<file path="config.mk">
export PLATFORM = sky130hd
export DESIGN_NAME = dplca_txop_table
export DESIGN_NICKNAME = d
export VERILOG_FILES = /design/src/rtl/dplca_pkg.sv /design/src/rtl/dplca_free_txop_pick.sv /design/src/rtl/dplca_txop_table.sv
export SDC_FILE = /design/constraint.sdc
export NUM_CORES = 1
export LEC_CHECK = 0
export ABC_AREA = 1
export ABC_CLOCK_PERIOD_IN_PS = 3050
export CAP_MARGIN = 20
export CELL_PAD_IN_SITES_DETAIL_PLACEMENT = 0
export CELL_PAD_IN_SITES_GLOBAL_PLACEMENT = 1
export CORE_UTILIZATION = 25
export DETAILED_ROUTE_END_ITERATION = 8
export MAX_ROUTING_LAYER = met4
export PLACE_DENSITY = 0.52
export SLEW_MARGIN = 0
export SYNTH_ARGS = -nofsm -noshare
export SYNTH_HDL_FRONTEND = slang
export SYNTH_SLANG_ARGS = --single-unit
</file>
<file path="constraint.sdc">
create_clock -name clk -period 3.05 [get_ports clk]
set_input_delay 0.915 -clock clk [delete_from_list [all_inputs] [get_ports clk]]
set_output_delay 0.915 -clock clk [all_outputs]
set_load 0.005 [all_outputs]
</file>
<file path="src/rtl/dplca_pkg.sv">
// Shared constants, FSM encoding and sizing helpers for the DPLCA TXOP occupancy table.
// Optional statistics output is enabled with `define DPLCA_TXOP_STATS_EN.
package dplca_pkg;

  localparam int DEF_ID_W = 8;
  localparam int COORD_ID = 0;

  localparam logic [0:0] ST_IDLE     = 1'b0;
  localparam logic [0:0] ST_CLEARING = 1'b1;

  function automatic int AGING_W(input int aging_cycles);
    return $clog2(aging_cycles + 1);
  endfunction

endpackage

</file>
<file path="src/rtl/dplca_free_txop_pick.sv">
// Combinational lowest-free TXOP finder; the coordinator ID is never offered.
module dplca_free_txop_pick
  import dplca_pkg::*;
#(
  parameter int NODE_CNT = 32,
  parameter int ID_W     = DEF_ID_W
) (
  input  logic [NODE_CNT-1:0] claimed,
  input  logic [ID_W-1:0]     limit,
  output logic                free_valid,
  output logic [ID_W-1:0]     free_txop
);

  // Scan downwards so the lowest qualifying ID is the last one assigned.
  always_comb begin
    free_valid = 1'b0;
    free_txop  = '0;
    for (int i = NODE_CNT - 1; i > COORD_ID; i--) begin
      if (!claimed[i] && (ID_W'(i) < limit)) begin
        free_valid = 1'b1;
        free_txop  = ID_W'(i);
      end
    end
  end

endmodule

</file>
<file path="src/rtl/dplca_txop_table.sv">
// DPLCA TXOP occupancy table: records active TXOPs, ages them on BEACON, answers claim queries.
// Define DPLCA_TXOP_STATS_EN to add the claimed_count output.
module dplca_txop_table
  import dplca_pkg::*;
#(
  parameter int NODE_CNT     = 32,
  parameter int AGING_CYCLES = 8,
  parameter int ID_W         = DEF_ID_W
) (
  input  logic            clk,
  input  logic            reset,
  input  logic            beacon,
  input  logic            txop_end,
  input  logic [ID_W-1:0] txop_id,
  input  logic            txop_active,
  input  logic [ID_W-1:0] plca_node_count,
  input  logic            clear_req,
  output logic            clear_done,
  output logic            busy,
  input  logic            query_valid,
  input  logic [ID_W-1:0] query_id,
  output logic            claim_valid,
  output logic            claiming,
  output logic            max_claim,
  output logic            free_valid,
  output logic [ID_W-1:0] free_txop
`ifdef DPLCA_TXOP_STATS_EN
  ,
  output logic [ID_W-1:0] claimed_count
`endif
);

  localparam int AW    = AGING_W(AGING_CYCLES);
  localparam int PTR_W = (NODE_CNT > 1) ? $clog2(NODE_CNT) : 1;
  localparam logic [PTR_W-1:0] PTR_LAST = PTR_W'(NODE_CNT - 1);

  logic [AW-1:0]     cnt_q [NODE_CNT];
  logic [AW-1:0]     cnt_d [NODE_CNT];
  logic [NODE_CNT-1:0] claimed;

  logic [0:0]        state_q, state_d;
  logic [PTR_W-1:0]  ptr_q, ptr_d;
  logic              armed_q, armed_d;
  logic              clear_done_q, clear_done_d;
  logic              claim_valid_q, claiming_q, claiming_d;
  logic              max_claim_q, free_valid_q;
  logic [ID_W-1:0]   free_txop_q;
  logic              pick_valid;
  logic [ID_W-1:0]   pick_txop;

  genvar gi;
  generate
    for (gi = 0; gi < NODE_CNT; gi++) begin : g_claimed
      assign claimed[gi] = (cnt_q[gi] != '0);
    end
  endgenerate

  // Clear sequencer; armed_q blocks a held clear_req from restarting a finished clear.
  always_comb begin
    state_d      = state_q;
    ptr_d        = ptr_q;
    armed_d      = armed_q;
    clear_done_d = 1'b0;
    if (!clear_req) armed_d = 1'b1;
    case (state_q)
      ST_IDLE: begin
        if (clear_req && armed_q) begin
          state_d = ST_CLEARING;
          ptr_d   = '0;
          armed_d = 1'b0;
        end
      end
      ST_CLEARING: begin
        ptr_d = ptr_q + 1'b1;
        if (ptr_q == PTR_LAST) begin
          state_d      = ST_IDLE;
          ptr_d        = '0;
          clear_done_d = 1'b1;
        end
      end
      default: state_d = ST_IDLE;
    endcase
  end

  // Table next state: a fresh activity load overrides the beacon decrement.
  always_comb begin
    for (int i = 0; i < NODE_CNT; i++) begin
      cnt_d[i] = cnt_q[i];
      if (state_q == ST_CLEARING) begin
        if (ptr_q == PTR_W'(i)) cnt_d[i] = '0;
      end else begin
        if (beacon && (cnt_q[i] != '0)) cnt_d[i] = cnt_q[i] - 1'b1;
        if (txop_end && txop_active && (txop_id == ID_W'(i))) cnt_d[i] = AW'(AGING_CYCLES);
      end
    end
  end

  always_comb begin
    claiming_d = 1'b0;
    for (int i = 0; i < NODE_CNT; i++) begin
      if (query_valid && (query_id == ID_W'(i))) claiming_d = claimed[i];
    end
  end

  dplca_free_txop_pick #(
    .NODE_CNT (NODE_CNT),
    .ID_W     (ID_W)
  ) u_pick (
    .claimed    (claimed),
    .limit      (plca_node_count),
    .free_valid (pick_valid),
    .free_txop  (pick_txop)
  );

  always_ff @(posedge clk) begin
    if (reset) begin
      for (int i = 0; i < NODE_CNT; i++) cnt_q[i] <= '0;
      state_q       <= ST_IDLE;
      ptr_q         <= '0;
      armed_q       <= 1'b1;
      clear_done_q  <= 1'b0;
      claim_valid_q <= 1'b0;
      claiming_q    <= 1'b0;
      max_claim_q   <= 1'b0;
      free_valid_q  <= 1'b0;
      free_txop_q   <= '0;
    end else begin
      for (int i = 0; i < NODE_CNT; i++) cnt_q[i] <= cnt_d[i];
      state_q       <= state_d;
      ptr_q         <= ptr_d;
      armed_q       <= armed_d;
      clear_done_q  <= clear_done_d;
      claim_valid_q <= query_valid;
      claiming_q    <= claiming_d;
      max_claim_q   <= !pick_valid;
      free_valid_q  <= pick_valid;
      free_txop_q   <= pick_txop;
    end
  end

  assign clear_done  = clear_done_q;
  assign busy        = (state_q == ST_CLEARING);
  assign claim_valid = claim_valid_q;
  assign claiming    = claiming_q;
  assign max_claim   = max_claim_q;
  assign free_valid  = free_valid_q;
  assign free_txop   = free_txop_q;

`ifdef DPLCA_TXOP_STATS_EN
  logic [ID_W-1:0] claimed_count_q, claimed_count_d;

  always_comb begin
    claimed_count_d = '0;
    for (int i = COORD_ID + 1; i < NODE_CNT; i++) begin
      claimed_count_d = claimed_count_d + ID_W'(claimed[i]);
    end
  end

  always_ff @(posedge clk) begin
    if (reset) claimed_count_q <= '0;
    else       claimed_count_q <= claimed_count_d;
  end

  assign claimed_count = claimed_count_q;
`endif

endmodule
</file>
==> summary.md <==
| Metric | Value |
|---|---|
| DP HPWL | between 20000 and 30000 um |
| CTS tree | done |
| Register area | between 2000 and 3000 um2 |
| Startpoint of the worst hold path | cnt_q[0][60] |
| Drt drc | 0 |
| WL/cell | about 15 um |
| Post-route minimum period | between 2000 and 3000 ps |
| Vias in the first global route | 10300 |
| Initial Util | roughly a quarter |
| Power Dens Cells | 626 nW/um2 |
| Count leader, synth | nand2_1 |
| Die width | slightly above 200 um |
| Clock Skews | around 9.4 ps |
| Fin. Hold Viols | 0 |
| Most Frequent Cell on Critical Path | nor2_1 |
| Top post-synthesis cells by area | dfxtp_1 29%, nand2_1 11%, inv_1 10%, ha_1 8.4%, nor2_1 7.4% |
| Cell Rows | 72 |
| Post-DP Area | between 10000 and 15000 um2 |
| Critical Path End Type | flip-flop |
| Fill count | between 4000 and 5000 |
| Num CTS Buffers | 17 |
| Average vias per placed instance | 4.49 |
| Delay-heaviest family, CP | buffers and inverters |
| Worst r2r dst | claiming |
| CP required | roughly 3400 ps |
| Die Height | about 200 um |
| Critical path's largest stage delay | roughly 400 ps |
| Max Fanout on Critical Path | 4 |
| CTS hold repair buffers | 0 |
| Via count | between 10000 and 15000 |
| Worst Hold Slack | approximately 460 ps |
| Final WS setup | around 280 ps |
| Pre-antenna DRT Iters | 5 |
| Sw Share | 38.7% |
| Final Util | around a third |
| Congestion Overflow GR | 0 |
| Max-slew violation count | 0 |
| Largest net degree at the start of global routing | about 100 |
| Longest Clk Path Bufs | 2 |
| Initial antenna violation count | 0 |
| Synth cell types | 47 |
| Share of layout cells above drive strength 1 | between 10% and 20% |
| Total GRT Usage | a little under a fifth |
| Net Switching | 3190 uW |
| Routed WL | approximately 35000 um |
| Worst EP arrival | ~3100 ps |
| Pre-CTS setup slack | -377 ps |
| CTS sink count | between 100 and 150 |
| Outcome | completed |
| Sequential share of power | 29.4% |
| Worst setup SP type | input pin |
| FF-to-FF Start | cnt_q[0][0] |
| RSZ-0062 raised after global routing | no |
| Ant. Diodes | 0 |
| H-Tree Level Count | 4 |
| Ports | 45 |
| Synth Warn # | 0 |
| Endpoints failing setup | 0 |
| Nets | between 1500 and 2000 |
| Buf/Inv on CP | 7 |
| Worst-skew pair later-pin latency | around 460 ps |
| Maximum VDD drop | 0.290 mV |
| Async set-reset flop share out of synthesis | 0% |
| List of most frequent post-synthesis cells | 293 x nand2_1, 277 x inv_1, 195 x nor2_1 |
| Clock transition at path regs | approximately 70 ps |
| P_int | approximately 5000 uW |
| Hold crit path type | reg -> reg |
| Multi-input gate area | just under 6000 um2 |
| Clock network fraction of total power | 28.7% |
| Synth area leader | dfxtp_1 |
| Core area | a little under 40000 um2 |
| Worst Max-Slew Pin Slew | 909 ps |
| Avg Inst Size Synth | approximately 6.4 um2 |
| Kind of critical path | in -> reg |
| Period utilization | 90.7% |
| Combinational share of power | 41.9% |
| LEAKAGE | ~0.0063 uW |
| Design area | 13100 um2 |
| Initial DRC Count | between 500 and 600 |
| Full die area | 40600 um2 |
| Slowest CP cell | clkdlybuf4s50_1 |
| Global placer's final weighted congestion | 0.887 |
| Worst R2R Path Depth | 21 |
| Rel. slew slack | around two fifths |
| Total of max-cap violations | 0 |
| R2R setup slack | roughly 330 ps |
| Synth Instances | about 1600 |
| Post-Syn Area | 9940 um2 |
| PortBufs | ~40 |
| Hold endpoint | cnt_q[0][60] |
| First-pass GRT wire length | about 56000 um |
| Crit-path cells | clkdlybuf4s50_1, nor2_1, inv_2, nor3_1, buf_4, inv_1, nor2_2, inv_2, buf_4, nor2_1, nor2_1, o21ai_0, nand2_1, inv_1, nand2_1, xor2_1, a211oi_1 |
| Synthesis-stage register bit count | ~150 |
| Antenna Violating Nets Remaining | 0 |
| Post-synth EDFFs | 0 |
| Top_reg_cell synth | dfxtp_1 |
| FMAX | approximately 360 MHz |
| Worst hold path depth | 2 |
| Root Buffer | clkbuf_16 |
| Top-area cell type share of the netlist area | between 20% and 30% |
| Total negative slack | 0 ps |
| Register area share after synthesis | approximately 30% |
| Layout area overhead | 32.2% |
==> per-layer routing <==
| layer | track usage (%) | share of wire [%] |
|---|---|---|
| met1 | 23.5 | 50 |
| met2 | 29.9 | 46 |
| met3 | 2.32 | 2.7 |
| met4 | 5.52 | 1.6 |
| met5 | - | 0 |
==> how the worst max path moves through the flow <==
stage                     depth (start not counted)           end  slack (ps)          startpoint
after global routing                             33  free_txop[0]           8        cnt_q[1][48]
final                                            17  cnt_q[0][18]         280          txop_id[7]
after detailed placement                         35  free_txop[0]        -380  plca_node_count[5]
after floorplan                                  32  free_txop[0]         300  plca_node_count[5]
after global placement                           28  free_txop[0]        -380  plca_node_count[1]
after CTS                                        28  free_txop[0]          90  plca_node_count[1]
==> what timing repair did <==
| item | in CTS | in global routing |
|---|---|---|
| setup endpoints to repair | 0 | 21 |
| resized for setup | 0 | 33 |
| buffers inserted | 0 | 3 |
==> per-stage QoR <==
stage / total power [uW] / cells
2_1_floorplan: 4530 / 1563
3_3_place_gp: 5920 / 2280
3_5_place_dp: 5910 / 2280
4_1_cts: 8330 / 2312
5_1_grt: 8940 / 2315
6_report: 8220 / 2315
==> tightest hold or removal path: cells and delay by family, from the launching register on <==
kind,cells,cell delay (ps)
flops,1,310
simple gates,1,60
compound gates,1,50
==> registers in the layout (all words and copies together), names as in the netlist <==
name	flops
busy	1
free_valid	1
clear_done	1
max_claim	1
armed_q	1
free_txop	5
cnt_q	128
claiming	1
ptr_q	5
claim_valid	1
==> final cells by class <==
type                       count  share of cell area, %
tap                          518                   4.93
inverter                     290                   8.28
timing repair buffer         249                   15.6
clock inverter                11                   1.35
multi-input combinational   1081                   44.3
clock buffer                  21                   3.43
sequential                   145                   22.1
==> power groups by stage <==
stage	combinational [uW]	clock [uW]	sequential (uW)
after floorplan	2120	0	2410
after global placement	3460	0	2460
after detailed placement	3450	0	2460
after CTS	3470	2440	2420
after global routing	3960	2520	2460
final	3440	2360	2420
==> cells by family after synthesis <==
kind of cell             Yosys count  synth area share (%)
AND/OR/NAND/NOR                  667                  28.4
buffers and inverters            337                  12.9
AO/OA/AOI/OAI                    312                  18.2
flip-flops                       145                  29.2
adder cells (fa/ha/maj)           67                  8.43
XOR/XNOR                          32                  2.82
other                              1                0.0377
==> placed cells by master, fill, tap and decap left out, types with 17 or more instances in the layout <==
master,instances
nand2_1,288
inv_1,272
buf_4,205
nor2_1,190
dfxtp_1,144
a21oi_1,115
o21ai_0,102
nand3_1,94
ha_1,67
a211oi_1,39
xor2_1,29
clkdlybuf4s50_1,28
nand4_1,26
nor3_1,22
inv_2,17
clkbuf_16,17
Power figures use the tool's default switching activity.
==> edit 1 (same flow settings) <==
Change the package constant `DEF_ID_W` from 8 to 7.
--- a/src/rtl/dplca_pkg.sv
+++ b/src/rtl/dplca_pkg.sv
@@ -2,7 +2,7 @@
 // Optional statistics output is enabled with `define DPLCA_TXOP_STATS_EN.
 package dplca_pkg;
 
-  localparam int DEF_ID_W = 8;
+  localparam int DEF_ID_W = 7;
   localparam int COORD_ID = 0;
 
   localparam logic [0:0] ST_IDLE     = 1'b0;
Interface: changed (resized free_txop, plca_node_count, query_id and txop_id); port bits go from 45 to 41. The function was not compared with the original's and may differ.
==> edit 1 against the unedited design <==
  * Sequential cell count unchanged
  * Wire length up 0.82%
  * Largest cell class unchanged
  * Synthesized area down 0.24%
  * Power down 0.18%
  * First-iteration DRC count down 11%
  * Combinational power up 2%
  * Worst setup slack worse by 37 ps
  * Critical endpoint is now claiming
  * Final area down 1.6%
==> edit 1: results (changes against the unedited design) <==
outcome finished clean; Max rail drop VDD 0.000332 V (+15%); Via-to-Cell Ratio 4.48 (about the same); share of cells above drive strength 1 15.6% (-0.89 points); fin nets 1858 (-1.3%); RePlAce Congestion 0.850 (-4.2%); WL met1 17400 um (+0.96%); Finished Layout Cells 2296 (-0.82%); Global Route met1 Usage 23.8% (+0.22 points); Non-clk bufs 239 (-4.0%); sequential portion of the cell area 22.4% (+0.35 points); area share of xor/xnor cells in the synthesized design 3.09% (+0.27 points); Lkg Pwr 6.16 nW (-2.2%); clock skew 9.20 ps (-0.231 ps); Compound-Gate Fraction of Synth Area 18.1% (-0.057 points); clock network area share 4.69% (-0.089 points); most frequent cells after synthesis 278 x inv_1, 273 x nand2_1, 228 x nor2_1; adder-cell share of the synthesized area 8.20% (-0.23 points); top post-synthesis cells by area dfxtp_1 29%, inv_1 11%, nand2_1 10%; Slowest-stage cell, CP clkdlybuf4s50_1; combinational share of power 42.7% (+0.8 points); vias in the first global route 9992 (-2.8%); multi-input logic area 0.00578 mm^2 (-0.88%); GRT met3 Usage 2.30% (-0.016 points); met2 Use GR 29.7% (-0.18 points); Met3 Routed Length 960 um (+1.8%); Mapped Cells 1557 (-0.26%); Non-clk invs 281 (-3.1%); sequential cells 145 (unchanged); critical path's largest stage delay 480 ps (+80 ps); max_slew headroom 55.0% (+16 points); largest net degree at the start of global routing 96 (-7.7%); Fillers 4321 (+0.72%); Pwr Total 0.00821 W (-0.18%); Psw 0.00325 W (+2.1%); Seq/Total Area, Yosys 29.3% (+0.070 points); first-pass GRT wire length 55200 um (-1.5%); fraction of registers with async set/reset 0% (unchanged); IO buf count 38 (-7.3%); Met2 Wirelength 16200 um (+1.4%); routed wire length 35000 um (+0.82%); Total Routing Usage GR 18.2% (-0.17 points); Final HPWL DP 26500 um (-0.29%); detailed router's first-iteration violation count 469 (-11%); Max Used Layer met4; NonClk Buf Share 15.1% (-0.51 points)
## edit 1: metrics by stage
stage / instance area (um^2) / util [%] / worst slack, ps
floorplan: 9920 / - / 329
global placement: 12300 / 31.5 / -454
detailed placement: 12300 / 31.5 / -435
CTS: 12900 / 33.1 / 24.6
global route: 12900 / 33.3 / 7.47
finish: 12900 / 33.3 / 248
## edit 1: timing repair
item                                    4_1_cts  5_1_grt
resized for setup                             0       26
endpoints found under the setup margin        0        8
endpoints found under the hold margin         0        0
## edit 1: final timing paths
| kind | startpoint | to | slack (ps) | depth (start not counted) |
|---|---|---|---|---|
| min reg2reg | cnt_q[1][0] | cnt_q[1][0] | 460 | 2 |
| max | query_id[4] | claiming | 250 | 20 |
| min | cnt_q[1][0] | cnt_q[1][0] | 460 | 2 |
| max reg2reg | cnt_q[1][40] | free_txop[0] | 340 | 31 |
==> edit 2 (config.mk and constraints unchanged) <==
Without the edit above. Add an input register stage for `query_id`, cleared by the reset; this delays it by one clock. The other inputs are not delayed to match.
--- a/src/rtl/dplca_txop_table.sv
+++ b/src/rtl/dplca_txop_table.sv
@@ -33,6 +33,16 @@
   localparam int AW    = AGING_W(AGING_CYCLES);
   localparam int PTR_W = (NODE_CNT > 1) ? $clog2(NODE_CNT) : 1;
   localparam logic [PTR_W-1:0] PTR_LAST = PTR_W'(NODE_CNT - 1);
+
+  logic [ID_W-1:0] query_id_q;
+
+  always_ff @(posedge clk) begin
+    if (reset) begin
+      query_id_q <= '0;
+    end else begin
+      query_id_q <= query_id;
+    end
+  end
 
   logic [AW-1:0]     cnt_q [NODE_CNT];
   logic [AW-1:0]     cnt_d [NODE_CNT];
@@ -98,7 +108,7 @@
   always_comb begin
     claiming_d = 1'b0;
     for (int i = 0; i < NODE_CNT; i++) begin
-      if (query_valid && (query_id == ID_W'(i))) claiming_d = claimed[i];
+      if (query_valid && (query_id_q == ID_W'(i))) claiming_d = claimed[i];
     end
   end
 
Behaviour: not the same (a bounded check fails within 4 cycles, from zero or initial values and one cycle with reset high).
==> edit 2 against the unedited design <==
  * Synthesized area grew 2.3%
  * Largest power group unchanged
  * Sequential share of layout area grew 0.91 points
  * Sequential cell count grew 8
  * Wire length grew 5.2%
  * Power grew 5.6%
  * Worst setup slack lost 34 ps
  * Final area grew 1.4%
  * Register-to-register slack lost 40 ps
==> edit 2: results (changes against the unedited design) <==
dpl cells 2293 (+0.57%); Placed Area 0.0126 mm^2 (+1.2%); Fillers 4399 (+2.5%); Seq/Total Area, Yosys 30.1% (+0.91 points); Final HPWL DP 27900 um (+5.1%); Synth cell types 43 (-8.5%); Sink Count 153 (+5.5%); detailed router's first-iteration violation count 517 (-1.7%); Seq power 0.00255 W (+5%); share of cell area taken by multi-input logic gates 44.3% (-0.074 points); outcome finished clean; Place WS -390 ps (-12.9 ps); fin nets 1892 (+0.53%); area share of xor/xnor cells in the synthesized design 3.27% (+0.45 points); Reg area 0.00306 mm^2 (+5.5%); Total Routing Usage GR 18.5% (+0.14 points); Psw 0.00333 W (+4.4%); top post-synthesis cells by area dfxtp_1 30%, nand2_1 12%, inv_1 10%; clock skew 8.92 ps (-0.509 ps); Mapped Cells 1573 (+0.77%); Clk pwr share 28.0% (-0.7 points); Non-clk invs 282 (-2.8%); vias in the first global route 10100 (-1.9%); max_slew headroom 57.1% (+18 points); clock network area share 4.82% (+0.040 points)
-- edit 2: cell types whose count changed in the layout (fill, tap and decap cells not counted), moves of 5 or more --
cell / change
a211oi_1: +9
a21oi_1: +6
dfxtp_1: +8
dlymetal6s2s_1: -7
inv_2: -10
nand2_1: +29
nand4_1: +11
nor2_1: -8
nor4_1: -5
o21ai_0: -23
or2_2: -6
xor2_1: +6
-- edit 2: path summary, 6_finish.rpt --
| kind | startpoint | to | slack, ps | cells past startpoint |
|---|---|---|---|---|
| hold reg to reg | cnt_q[0][0] | cnt_q[0][0] | 460 | 2 |
| setup / recovery | txop_id[7] | cnt_q[0][10] | 250 | 16 |
| setup reg to reg | cnt_q[1][60] | free_txop[0] | 290 | 34 |
| hold / removal | cnt_q[0][0] | cnt_q[0][0] | 460 | 2 |
-- edit 2: layer usage --
layer  track usage [%]  up-vias  part of all wire (%)
met2              29.2      120                    46
met5                 -        -                     0
met1              23.8     4864                    49
li1                  -     5519                     -
met3              2.86       32                   3.1
met4              6.50        0                   2.3
